`src/rtl/slot_reel_bank.sv`:
```
// Bank of N_REELS digit counters that spin at a prescaled rate and stop one by one, lowest index first.
// When the last reel stops, the bank pulses o_done and reports whether all digits match on o_jackpot.
module slot_reel_bank #(
    parameter int N_REELS  = 3,
    parameter int SYMBOLS  = 10,
    parameter int DIGIT_W  = 4,
    parameter int TICK_DIV = 1
) (
    input  logic                         i_clock,
    input  logic                         i_reset,
    input  logic                         i_start,
    input  logic                         i_stop,
    input  logic                         i_pause,
    output logic [N_REELS*DIGIT_W-1:0]   o_digits,
    output logic [N_REELS-1:0]           o_stopped,
    output logic                         o_busy,
    output logic                         o_done,
    output logic                         o_jackpot
);

    localparam int PW = (TICK_DIV > 1) ? $clog2(TICK_DIV) : 1;

    typedef enum logic [1:0] {
        S_IDLE,
        S_SPIN,
        S_DONE
    } state_e;

    state_e                             state_q, state_d;
    logic [PW-1:0]                      presc_q, presc_d;
    logic [N_REELS-1:0][DIGIT_W-1:0]    digits_q, digits_d;
    logic [N_REELS-1:0]                 stopped_q, stopped_d;
    logic                               jackpot_q, jackpot_d;
    logic [N_REELS-1:0]                 stop_mask;
    logic                               tick;

    // One-hot select of the lowest-index reel that is still running.
    always_comb begin
        logic found;
        stop_mask = '0;
        found     = 1'b0;
        for (int i = 0; i < N_REELS; i++) begin
            if (!found && !stopped_q[i]) begin
                stop_mask[i] = 1'b1;
                found        = 1'b1;
            end
        end
    end

    // NOTE: every output of this block gets a default first, so no path leaves one unassigned and no latch is inferred.
    always_comb begin
        logic [DIGIT_W:0] sum;
        logic             all_eq;
        state_d   = state_q;
        presc_d   = presc_q;
        digits_d  = digits_q;
        stopped_d = stopped_q;
        jackpot_d = jackpot_q;
        tick      = 1'b0;
        sum       = '0;
        all_eq    = 1'b1;

        case (state_q)
            S_IDLE: begin
                if (i_start) begin
                    state_d   = S_SPIN;
                    stopped_d = '0;
                    jackpot_d = 1'b0;
                    presc_d   = '0;
                end
            end
            S_SPIN: begin
                tick = (presc_q == PW'(TICK_DIV - 1)) && !i_pause;
                if (tick)
                    presc_d = '0;
                else if (!i_pause)
                    presc_d = presc_q + PW'(1);

                for (int i = 0; i < N_REELS; i++) begin
                    if (tick && !stopped_q[i] && !(i_stop && stop_mask[i])) begin
                        sum = {1'b0, digits_q[i]} + (DIGIT_W+1)'(1 + (i % (SYMBOLS - 1)));
                        if (sum >= (DIGIT_W+1)'(SYMBOLS))
                            sum = sum - (DIGIT_W+1)'(SYMBOLS);
                        digits_d[i] = sum[DIGIT_W-1:0];
                    end
                end

                if (i_stop)
                    stopped_d = stopped_q | stop_mask;

                // Jackpot is judged on the frozen values the reels will hold after this edge.
                if (&stopped_d) begin
                    state_d = S_DONE;
                    for (int i = 1; i < N_REELS; i++) begin
                        if (digits_d[i] != digits_d[0])
                            all_eq = 1'b0;
                    end
                    jackpot_d = all_eq;
                end
            end
            S_DONE: begin
                state_d = S_IDLE;
            end
            default: begin
                state_d = S_IDLE;
            end
        endcase
    end

    // NOTE: state registers use non-blocking assignments so every flop samples pre-edge values.
    always_ff @(posedge i_clock or posedge i_reset) begin
        if (i_reset) begin
            state_q   <= S_IDLE;
            presc_q   <= '0;
            digits_q  <= '0;
            stopped_q <= '0;
            jackpot_q <= 1'b0;
        end else begin
            state_q   <= state_d;
            presc_q   <= presc_d;
            digits_q  <= digits_d;
            stopped_q <= stopped_d;
            jackpot_q <= jackpot_d;
        end
    end

    assign o_digits  = digits_q;
    assign o_stopped = stopped_q;
    assign o_busy    = (state_q == S_SPIN);
    assign o_done    = (state_q == S_DONE);
    assign o_jackpot = jackpot_q;

endmodule

```
`config.mk`:
```
export PLATFORM = sky130hd
export DESIGN_NAME = slot_reel_bank
export DESIGN_NICKNAME = d
export VERILOG_FILES = /design/src/rtl/slot_reel_bank.sv
export SDC_FILE = /design/constraint.sdc
export NUM_CORES = 1
export LEC_CHECK = 0
export ABC_AREA = 0
export ABC_CLOCK_PERIOD_IN_PS = 5900
export CORE_ASPECT_RATIO = 0.8
export CORE_UTILIZATION = 51
export CTS_BUF_LIST = sky130_fd_sc_hd__clkbuf_2
export CTS_CLUSTER_SIZE = 14
export DETAILED_ROUTE_END_ITERATION = 8
export GPL_TIMING_DRIVEN = 0
export HOLD_SLACK_MARGIN = 0.12
export PLACE_DENSITY_LB_ADDON = 0.3
export SYNTH_ARGS = -nofsm -noshare
export SYNTH_HDL_FRONTEND = slang
export SYNTH_SLANG_ARGS = --single-unit
```
`constraint.sdc`:
```
create_clock -name i_clock -period 5.9 [get_ports i_clock]
set_clock_uncertainty 0.2 [all_clocks]
set_input_delay 1.18 -clock i_clock [delete_from_list [all_inputs] [get_ports i_clock]]
set_output_delay 1.18 -clock i_clock [all_outputs]
set_load 0.005 [all_outputs]
```
* Word level (Yosys, flattened, before mapping)
Cells that the tools add are included.
** Storage, ports and cells
- Bits in registers :: 19
- Logic and storage cells :: 81
- Output and inout port bits :: 18
- Input port bits :: 5
** Operators by class
- $add $sub $neg :: 7
- Order comparisons :: 3
- Mux-type cells :: 28
- Reduce and logical (&&, ||, !) cells :: 27
- Bitwise operators :: 2
- Eq/ne operators :: 7
** Operator list (number)
- $mux W4 :: 9
- $ge A5 B4 Y1 const B :: 3
- $logic_and A1 B1 Y1 :: 12
- $sub A4 B4 Y4 const B :: 3
- $add A4 B2 Y5 const B :: 2
- $mux W1 :: 10
- $mux W3 :: 3
- $reduce_and A3 Y1 :: 3
- $logic_not A1 Y1 :: 8
- $ne A4 B4 Y1 :: 2
- $pmux W3 S2 :: 1
- $add A4 B1 Y5 const B :: 1
- $mux W2 :: 2
- $pmux W1 S2 :: 2
- $pmux W2 S2 :: 1
- $reduce_and A2 Y1 :: 2
- $ne A3 B2 Y1 const B :: 1
- $or A3 B3 Y3 :: 1
- $eq A2 B1 Y1 const B :: 1
- $eq A2 B2 Y1 const B :: 1
- $logic_not A2 Y1 :: 1
- $ne A2 B1 Y1 const B :: 1
- $ne A2 B2 Y1 const B :: 1
- $reduce_bool A2 Y1 :: 1
- 2 further kinds :: 2

* Depth between registers and ports, before layout
Gate-level depths: netlist of the first run.
- Depth in word-level cells :: 15
- Gate-level depth with buffers :: 10
- Gate-level depth less buffers :: 10

* Worst setup path before layout of the first run
Ideal clock, no wire load.
- Path type :: input to register
- From :: input port i_stop
- To :: register jackpot_q, in the netlist o_jackpot
- Buffers on the path :: 2
- Setup time :: 0.104 ns
- Setup slack :: 2.847 ns
- Arrival :: 2.750 ns
- Required time :: 5.596 ns
- Stages :: 8
- Cells stage by stage :: buf_6 > or4_1 > buf_2 > o31ai_4 > nand3_2 > a21oi_2 > mux2i_1 > o41ai_2
** Between the ends
- Longest elaborated chain between the ends :: 10
- Elaborated cells on any way between the ends :: 26
- Classes of those cells :: 3 x eq/ne; 12 x mux; 11 x reduce/logical
** RTL lines
- from (decl) :: line 12 : input logic i_stop,
- $logic_and A1 B1 Y1 :: line 80 : if (tick && !stopped_q[i] && !(i_stop && stop_mask[i])) begin
- $logic_not A1 Y1 :: line 80
- $logic_and A1 B1 Y1 :: line 80
- $mux W4 :: line 80
- $mux W4 :: line 63 : case (state_q)
- $ne A4 B4 Y1 :: line 95 : if (digits_d[i] != digits_d[0])
- $mux W1 (2 in a row) :: line 95
- $mux W1 :: line 92 : if (&stopped_d) begin
- $pmux W1 S2 :: line 63
- to (signal assigned) :: line 123 : jackpot_q <= jackpot_d;
- to (decl) :: line 33 : logic jackpot_q, jackpot_d;
Several ways; a longest one is shown, not always the timed one. The select of a mux whose other input is x is not followed.
A chain may end at the register's enable or synchronous reset.

* Worst setup path after layout of the first run
- From :: input port i_pause
- To :: register jackpot_q, in the netlist o_jackpot
** Between the ends
- Longest elaborated chain between the ends :: 11
- Elaborated cells on any way between the ends :: 20
- Classes of those cells :: 2 x eq/ne; 10 x mux; 8 x reduce/logical
** RTL lines
- from (decl) :: line 13 : input logic i_pause,
- $logic_not A1 Y1 (*)
- $logic_and A1 B1 Y1 (*) :: line 73 : tick = (presc_q == PW'(TICK_DIV - 1)) && !i_pause;
- $logic_and A1 B1 Y1 (2 in a row) :: line 80
- $mux W4 :: line 80
- $mux W4 :: line 63
- $ne A4 B4 Y1 :: line 95
- $mux W1 :: line 95
- $mux W1 (*) :: line 95
- $mux W1 (*) :: line 92
- $pmux W1 S2 (*) :: line 63
Mark *: on every way between the ends. The rest lies on a longest branch, timed or not. The select of a mux whose other input is x is not followed.

==> results of run 1 <==
==> area by class of cell <==
class / instances / area share
multi-input combinational: 148 / 0.5553
sequential: 18 / 0.2459
timing repair buffer: 20 / 0.1093
buffer: 9 / 0.03074
tap: 38 / 0.02596
inverter: 12 / 0.02459
clock buffer: 3 / 0.008197
==> metrics by stage <==
stage,cell area (µm²),worst slack [ps],util,power (W),hold slack [ps]
floorplan,1569,2847,-,0.0007427,221.7
global placement,1817,2358,0.6422,0.0009254,248.7
detailed placement,1817,2259,0.6422,0.0009674,237.2
CTS,1832,2559,0.6475,0.001022,265.9
global route,1832,2437,0.6475,0.001125,289.8
finish,1832,2563,0.6475,0.001021,256.8
==> cells in the final DEF (no fill, tap or decap), drive strengths merged, types with 2 or more instances in the layout <==
| master | count |
|---|---|
| a211oi | 2 |
| clkbuf | 6 |
| o211ai | 4 |
| inv | 12 |
| a31oi | 2 |
| and3b | 3 |
| buf | 6 |
| o31ai | 4 |
| nor2 | 11 |
| maj3 | 2 |
| xnor2 | 5 |
| mux2i | 4 |
| o311a | 3 |
| clkdlybuf4s50 | 20 |
| and3 | 4 |
| nand2b | 3 |
| o21ai | 13 |
| xor2 | 2 |
| nand3 | 9 |
| nor4 | 3 |
| nand2 | 19 |
| nor3 | 5 |
| a21oi | 16 |
| dfrtp | 18 |
| ha | 8 |
| nor2b | 7 |
==> registers in the layout (all words and copies together) (netlist names) <==
register	cells
o_digits	11
o_stopped	3
state_q	2
o_jackpot	1
presc_q	1
==> cells in the mapped netlist (2+ instances only) <==
cell type,count
a211oi_1,2
a21oi_1,15
a31oi_1,2
and3_1,4
and3b_1,3
buf_2,3
buf_6,2
clkbuf_1,3
dfrtp_1,18
ha_1,8
inv_1,12
maj3_1,2
mux2i_1,4
nand2_1,19
nand2b_1,3
nand3_1,8
nor2_1,11
nor2b_1,7
nor3_1,5
nor4_1,2
o211ai_1,4
o21ai_0,12
o311a_1,3
o31ai_1,3
xnor2_1,5
xor2_1,2
==> worst register-to-register path, cell delays in order, from the launching register on <==
cell,delay (ps)
dfrtp_1,550
ha_1,330
xnor2_1,150
ha_1,270
and2b_4,240
a32o_1,250
o311a_1,290
a211oi_1,370
mux2i_1,150
o41ai_2,330
==> cell families (layout without fill, tap and decap cells) <==
logic type      count (synthesis)  count (layout)  share of synthesized area
xor+xnor                        7               7                    0.03908
other cells                     1               1                   0.002390
fa+ha+maj                      10              10                    0.07656
flops                          18              18                     0.2871
mux                             4               4                    0.02552
buf+inv                        21              44                    0.06459
simple gates                   70              70                     0.2408
compound gates                 56              56                     0.2640
==> power breakdown <==
group | total (W) | switching [W] | internal, W
clock network | 0.0000515 | 0.0000376 | 0.0000139
logic | 0.000726 | 0.000390 | 0.000336
registers | 0.000244 | 0.0000702 | 0.000173
==> worst paths after layout <==
check	start	to	slack, ps	depth (start not counted)
hold / removal	state_q[1]	state_q[0]	260	1
min in group asynchronous	i_reset	o_stopped[0]	1070	2
hold reg to reg	state_q[1]	state_q[0]	260	1
setup reg to reg	o_digits[0]	o_jackpot	2690	9
max in group asynchronous	i_reset	o_digits[2]	3990	2
setup / recovery	i_pause	o_jackpot	2560	7
==> routing by layer <==
layer	up-vias	part of all wire
li1	728	-
met1	690	0.45
met2	38	0.48
met3	8	0.049
met4	0	0.015
met5	-	0
==> flow_summary_export.csv, run 1 <==
group,metric,value,unit
worst_setup_path,cp_slowest_cell,"clkdlybuf4s50_1",
timing,tightest_slew,709.5,ps
die,die_w,64.01,µm
synth,ys_ff_latch,18,
final_layout,n_fill_cell,254,
global_route,grt_pass1_wl,6.154,mm
timing,period_needed,3337,ps
timing,final_max_slew_viol_count,0,
global_route,grt_max_degree,19,
timing,final_hold_viol_count,0,
synth,synth_top_area_cell,"dfrtp_1",
drt,drt_iter0_drc,32,
worst_setup_path,cp.buffers_inverters,1,
hold_path,hold_class,"reg -> reg",
final_layout,drive_gt1_frac,0.07619,
global_route,grt.busiest_layer,"met2",
drt,routed_wl,3.632,mm
worst_setup_path,arrival,3350,ps
die,dieArea,0.003304,mm²
synth,syn_area_per_cell,8.390,µm²
place,io_buffers,20,
timing,max_slew_margin,0.5265,
die,chipHeight,51.61,µm
global_route,grt-ovfl-total,0,
timing,setup_tns,0,ps
die,fp.coreArea,0.002829,mm²
final_layout,regArea,450.4,µm²
worst_setup_path,cp-end-kind,"flip-flop",
worst_setup_path,worstPathMaxFanout,8,
clock_network,cts.htree.levels,1,
clock_network,clkTransAtPathRegs,170,ps
global_route,grtUsageMet2,0.4113,
drt,antenna_left,0,
synth,yosysSeqAreaShare,0.2871,
clock_network,cts_hold_buffers,0,
die,row_count,17,
clock_network,postCtsSetupBuffers,0,
power,ir_drop,0.2670,mV
die,io_pins,23,
synth,synth_cells,187,
final_layout,area.growth.synth_to_final,16.75,%
clock_network,cts-root-buf,"clkbuf_2",
drt,avgRoutedWirePerCell,14.65,µm
synth,synth_warnings,0,
clock_network,post_cts_resized,0,
synth,synthTopCellsByArea,"dfrtp_1 29%, ha_1 6.4%, a21oi_1 4.8%",
worst_setup_path,startpoint_type,"input port",
timing,max_clock_freq,0.2997,GHz
worst_setup_path,worstPathRequired,5920,ps
worst_setup_path,slowest_delay,530,ps
power,power_density,557.5,mW/mm²
worst_setup_path,crit_chain,"clkdlybuf4s50_1 -> nor3_1 -> nand2_1 -> a311o_1 -> a31oi_1 -> mux2i_1 -> o41ai_2",
final_layout,multiInputGateArea,0.001017,mm²
drt,drc_errors,0,
die,initial_core_util,0.5546,
drt,via_per_inst,5.903,
clock_network,insertion_delay,300,ps
global_route,grt_pass1_vias,1390,
synth,dominantRegCellSynth,"dfrtp_1",
global_route,use_met1,0.3001,
timing,layout_worst_path_cycle_share,0.5655,
global_route,antenna_found_initial,0,
outcome,status,"finished, final reports clean",
worst_setup_path,cp_top_family,"compound AO/OA/AOI/OAI gates",
worst_setup_path,critPathKind,"in -> reg",
global_route,use_met3,0.06579,
clock_network,cts_num_sinks,18,
final_layout,diodes,0,
synth,synth.top_cell.area_share,0.2871,
clock_network,cts_tree,"done",
timing,setup_viol,0,
clock_network,cts.path.max_buffers,2,
place,place_congestion,0.8804,
global_route,gr-usage-all-layers,0.2422,
clock_network,cts_buffers,3,
place,post-dp-hpwl,2.794,mm
synth,netlist_area,0.001569,mm²
power,p_leak,0.8066,nW
place,place_inst,245,
synth,synthArstFlopShare,1.000,
drt,vias,1464,
drt,firstDrtPassIters,4,
final_layout,final_cells,248,
synth,post_synth_num_cell_types,51,
run,maxCapViolCount,0,
final_layout,final_nets,225,
synth,synth_edf_count,0,
synth,synthesis.nets,200,
timing,rsz0062_at_grt,"no",
Power figures use the tool's default switching activity.
==> run 2, diff against run 1 <==
- ABC_CLOCK_PERIOD_IN_PS: 5900 -> 3000
- clock period: 5.9 -> 3 ns (I/O delays scaled with it)
==> run 2 against run 1 <==
Compared with the run above:
- flip-flop and latch count is the same
- sequential share of layout area shrank 0.42 points
- via count grew 2.3%
- register-to-register slack lost 2600 ps
- critical path type is now reg -> reg
- largest power group unchanged
- highest routed layer unchanged
==> flow_summary_export.csv, run 2 (same netlist as run 1, synthesis figures left out) <==
group,metric,value,unit
power,p_leak,0.8135,nW
global_route,grt_max_degree,19,
die,initial_core_util,0.5546,
clock_network,cts_buffers,3,
power,p_switching,0.001004,W
final_layout,final_util,0.6661,
place,place_inst,245,
worst_setup_path,cp_top_family,"compound AO/OA/AOI/OAI gates",
final_layout,final_nets,229,
clock_network,cts_hold_buffers,0,
drt,routed_wl,3.736,mm
final_layout,drive_gt1_frac,0.1355,
place,place_ws,-168.5,ps
die,fp.coreArea,0.002829,mm²
timing,final_hold_viol_count,0,
die,chipHeight,51.61,µm
die,io_pins,23,
timing,final_max_slew_viol_count,0,
final_layout,final_cells,252,
worst_setup_path,worstPathRequired,3020,ps
final_layout,area.growth.synth_to_final,20.10,%
worst_setup_path,reg2reg_to,"o_jackpot",
drt,via_per_inst,5.944,
worst_setup_path,worstPathMaxFanout,6,
final_layout,regArea,455.4,µm²
hold_path,hold_path_end,"state_q[0]",
clock_network,cts.path.max_buffers,2,
clock_network,insertion_delay,300,ps
worst_setup_path,cp-end-kind,"flip-flop",
timing,period_needed,2900,ps
drt,avgRoutedWirePerCell,14.83,µm
hold_path,holdCritStartpoint,"state_q[1]",
clock_network,cts_num_sinks,18,
final_layout,multiInputGateArea,0.001035,mm²
drt,vias,1498,
place,io_buffers,20,
power,swShare,0.4811,
worst_setup_path,slowest_delay,450,ps
worst_setup_path,worst-r2r-setup-slack,100,ps
clock_network,cts_tree,"done",
power,pwr-share-clk,0.048,
final_layout,diodes,0,
die,row_count,17,
clock_network,cts-root-buf,"clkbuf_2",
timing,worst_slack,100.5,ps
worst_setup_path,startpoint_type,"flip-flop",
power,ir_drop,0.5399,mV
worst_setup_path,critPathKind,"reg -> reg",
worst_setup_path,reg2regPathDepth,8,
power,power.internal,0.001083,W
drt,drt_iter0_drc,47,
global_route,antenna_found_initial,0,
worst_setup_path,reg2reg_from,"o_digits[0]",
run,maxCapViolCount,0,
worst_setup_path,cp.buffers_inverters,0,
timing,layout_worst_path_cycle_share,0.9665,
timing,rsz0062_at_grt,"no",
final_layout,largest_reg_flops,11,
die,die_w,64.01,µm
global_route,grt_pass1_wl,6.189,mm
final_layout,mostFrequentLayoutCells,"20 x clkdlybuf4s50_1, 19 x nand2_1, 15 x a21oi_1",
power,power_density,1107,mW/mm²
power,p_seq_frac,0.221,
global_route,gr-usage-all-layers,0.2437,
global_route,grt_pass1_vias,1392,
place,post-dp-hpwl,2.794,mm
worst_setup_path,arrival,2920,ps
worst_setup_path,crit_chain,"ha_1 -> ha_2 -> and2b_4 -> a32o_1 -> o311a_1 -> a211oi_2 -> mux2i_1 -> o41ai_2",
clock_network,cts.htree.levels,1,
die,dieArea,0.003304,mm²
timing,max_clock_freq,0.3449,GHz
clock_network,clkTransAtPathRegs,160,ps
timing,tightest_slew,709.2,ps
global_route,grt-ovfl-total,0,
worst_setup_path,cp_slowest_cell,"dfrtp_2",
power,power,0.002087,W
drt,drc_errors,0,
timing,max_slew_margin,0.5267,
power,p_comb_frac,0.731,
hold_path,hold_class,"reg -> reg",
place,place_congestion,0.8804,
drt,firstDrtPassIters,4,
outcome,status,"finished, final reports clean",
drt,antenna_left,0,
final_layout,n_fill_cell,244,
timing,setup_viol,0,
final_layout,final_common_cell,"clkdlybuf4s50_1",
hold_path,holdPathStages,1,
timing,hold-worst-slack,264.3,ps
## run 2: cell types whose count changed in the layout (fill, tap and decap cells not counted)
| cell | previous run | this run |
|---|---|---|
| ha_1 | 8 | 5 |
| ha_2 | 0 | 3 |
| o31ai_1 | 3 | 2 |
| a211oi_2 | 0 | 1 |
| o31ai_2 | 0 | 1 |
| a211oi_1 | 2 | 1 |
| buf_4 | 1 | 5 |
| dfrtp_1 | 18 | 14 |
| dfrtp_2 | 0 | 4 |
## run 2: timing repair
item / 4_1_cts / 5_1_grt
setup endpoints to repair: 1 / 1
hold endpoints to repair: 0 / 0
setup buffers: 1 / 3
gates resized for setup: 3 / 6
## run 2: through the flow
stage / TNS, ps / area (µm²)
finish: 0 / 1884
global route: 0 / 1884
CTS: 0 / 1848
detailed placement: -168.5 / 1817
global placement: -105.1 / 1817
floorplan: 0 / 1569
## run 2: power groups by stage
stage	logic [W]	registers (W)	clock network [W]
after floorplan	0.000999	0.000462	0
after global placement	0.00135	0.000472	0
after detailed placement	0.00142	0.000482	0
after CTS	0.00146	0.000467	0.000105
after global routing	0.00170	0.000479	0.000116
final	0.00152	0.000461	0.000101
## run 2: cell type report
type	count	share of cell area
clock buffers	3	0.007968
well taps	38	0.02523
flip-flops and latches	18	0.2417
plain buffers	9	0.02988
inverters	12	0.02390
repair buffers	24	0.1222
multi-input cells	148	0.5491
## run 2: per-layer routing
| layer | vias up | share of wire | global-route usage |
|---|---|---|---|
| met2 | 53 | 0.48 | 0.4113 |
| met3 | 11 | 0.057 | 0.06579 |
| met4 | 0 | 0.017 | 0.07576 |
| met1 | 693 | 0.44 | 0.3046 |
| met5 | - | 0 | 0 |
| li1 | 741 | - | - |
## run 2: worst max-delay path by stage
stage | start | endpoint | slack (ps) | cells past startpoint
3_3_place_gp | o_digits[0] | o_jackpot | -110 | 9
5_1_grt | o_digits[0] | o_jackpot | 30 | 9
3_5_place_dp | o_digits[0] | o_jackpot | -170 | 9
6_report | o_digits[0] | o_jackpot | 100 | 8
2_1_floorplan | o_digits[0] | o_jackpot | 170 | 9
4_1_cts | o_digits[1] | o_jackpot | 5 | 9
==> run 3, diff against run 2 <==
- CORE_MARGIN: default -> 5
==> run 3 against run 2 <==
Compared with the run above:
- routed wire length is 3.9% higher
- count of clock-buffer cells in the layout unchanged
- largest power group unchanged
- critical path depth up 1
- critical endpoint unchanged
==> flow_summary_export.csv, run 3 (same netlist as run 1, synthesis figures left out) <==
group,metric,value,unit
final_layout,largest_reg_flops,11,
clock_network,insertion_delay,300,ps
drt,drc_errors,0,
global_route,grt-ovfl-total,0,
worst_setup_path,reg2reg_to,"o_jackpot",
timing,hold-worst-slack,268.7,ps
global_route,antenna_found_initial,0,
clock_network,cts-root-buf,"clkbuf_2",
clock_network,cts.path.max_buffers,2,
final_layout,diodes,0,
final_layout,final_util,0.6352,
clock_network,cts_tree,"done",
die,die_w,72.01,µm
final_layout,final_nets,229,
clock_network,cts_hold_buffers,0,
global_route,grt_pass1_wl,6.237,mm
clock_network,cts_num_sinks,18,
timing,final_max_slew_viol_count,0,
die,initial_core_util,0.5199,
hold_path,holdCritStartpoint,"state_q[1]",
drt,vias,1503,
final_layout,drive_gt1_frac,0.1449,
die,dieArea,0.004293,mm²
power,ir_drop,0.5877,mV
timing,max_clock_freq,0.3503,GHz
worst_setup_path,worstPathMaxFanout,6,
worst_setup_path,critPathKind,"reg -> reg",
final_layout,final_common_cell,"clkdlybuf4s50_1",
drt,firstDrtPassIters,4,
drt,drt_iter0_drc,85,
worst_setup_path,cp.buffers_inverters,0,
worst_setup_path,slowest_delay,470,ps
global_route,grt_pass1_vias,1398,
drt,via_per_inst,5.917,
worst_setup_path,cp-end-kind,"flip-flop",
global_route,gr-usage-all-layers,0.1830,
power,power_density,1128,mW/mm²
timing,final_hold_viol_count,0,
clock_network,cts.htree.levels,1,
worst_setup_path,crit_chain,"ha_2 -> xnor2_2 -> ha_4 -> and2b_4 -> a32o_1 -> o311a_1 -> a211oi_4 -> mux2i_1 -> o41ai_2",
final_layout,mostFrequentLayoutCells,"20 x clkdlybuf4s50_1, 19 x nand2_1, 15 x a21oi_1",
timing,layout_worst_path_cycle_share,0.9517,
timing,worst_slack,144.9,ps
place,place_ws,-178.7,ps
place,place_congestion,0.9610,
timing,setup_tns,0,ps
worst_setup_path,reg2regPathDepth,9,
worst_setup_path,worstPathRequired,3020,ps
place,io_buffers,20,
timing,tightest_slew,725.4,ps
worst_setup_path,cp_top_family,"compound AO/OA/AOI/OAI gates",
clock_network,clkTransAtPathRegs,170,ps
place,post-dp-hpwl,2.790,mm
clock_network,cts_buffers,3,
timing,max_slew_margin,0.5159,
worst_setup_path,startpoint_type,"flip-flop",
run,maxCapViolCount,0,
timing,setup_viol,0,
die,row_count,18,
worst_setup_path,cp_slowest_cell,"dfrtp_2",
drt,routed_wl,3.883,mm
die,io_pins,23,
drt,antenna_left,0,
worst_setup_path,worst-r2r-setup-slack,140,ps
worst_setup_path,arrival,2870,ps
die,fp.coreArea,0.003018,mm²
timing,rsz0062_at_grt,"no",
final_layout,final_cells,254,
final_layout,area.growth.synth_to_final,22.17,%
hold_path,hold_path_end,"state_q[0]",
timing,period_needed,2855,ps
die,chipHeight,59.61,µm
outcome,status,"finished, final reports clean",
power,p_leak,0.8233,nW
worst_setup_path,reg2reg_from,"o_digits[0]",
hold_path,hold_class,"reg -> reg",
hold_path,holdPathStages,1,
place,place_inst,247,
global_route,grt_max_degree,19,
drt,avgRoutedWirePerCell,15.29,µm
[run 3: changes by cell type in the layout (fill, tap and decap cells not counted)]
cell,previous run,this run
a211oi_2,1,0
a211oi_4,0,1
ha_2,3,2
ha_4,0,1
nor3_1,5,4
nor3_2,0,1
xnor2_1,5,4
xnor2_2,0,1
[run 3: per-stage QoR]
stage / instance area, µm² / power [W]
6_report: 1917 / 0.002162
3_5_place_dp: 1819 / 0.001892
2_1_floorplan: 1569 / 0.001461
4_1_cts: 1854 / 0.002039
3_3_place_gp: 1819 / 0.001820
5_1_grt: 1917 / 0.002346
[run 3: per-layer routing]
| layer | global-route usage | vias up | wire length (µm) |
|---|---|---|---|
| met5 | 0 | - | 0 |
| met4 | 0.05094 | 0 | 41 |
| met3 | 0.05593 | 7 | 233 |
| met2 | 0.3115 | 49 | 1924 |
| met1 | 0.2253 | 711 | 1683 |
| li1 | - | 736 | - |
[run 3: final cells by class]
type                    instances  area, µm²
fillers                       275       1101
inverters                      12      45.04
repair buffers                 24      230.2
multi-input cells             148       1065
well taps                      40      50.05
plain buffers                   9      56.30
flip-flops and latches         18      455.4
clock buffers                   3      15.01
[run 3: worst max path at each step]
stage	startpoint	end	slack, ps	depth (start not counted)
final	o_digits[0]	o_jackpot	140	9
after global routing	o_digits[1]	o_jackpot	50	9
after CTS	o_digits[1]	o_jackpot	40	9
after detailed placement	o_digits[0]	o_jackpot	-180	9
after global placement	o_digits[0]	o_jackpot	-90	9
after floorplan	o_digits[0]	o_jackpot	170	9
[run 3: worst register-to-register path, delay by kind of cell (launching register included)]
family / cells / cell delay (ps)
flip-flops: 1 / 470
multiplexers: 1 / 130
AND/OR/NAND/NOR: 1 / 210
adder cells (fa/ha/maj): 2 / 430
AO/OA/AOI/OAI: 4 / 1140
XOR/XNOR: 1 / 190
[run 3: power by group]
group          switching, W  total, W  internal (W)
combinational      0.000846   0.00159      0.000745
clock             0.0000757  0.000103     0.0000273
sequential         0.000122  0.000468      0.000347
total               0.00104   0.00216       0.00112
[run 3: repair_timing]
action,4_1_cts,5_1_grt
endpoints found under the setup margin,1,1
pin swaps,1,1
endpoints found under the hold margin,0,0
setup buffers,1,3
resized for setup,5,8
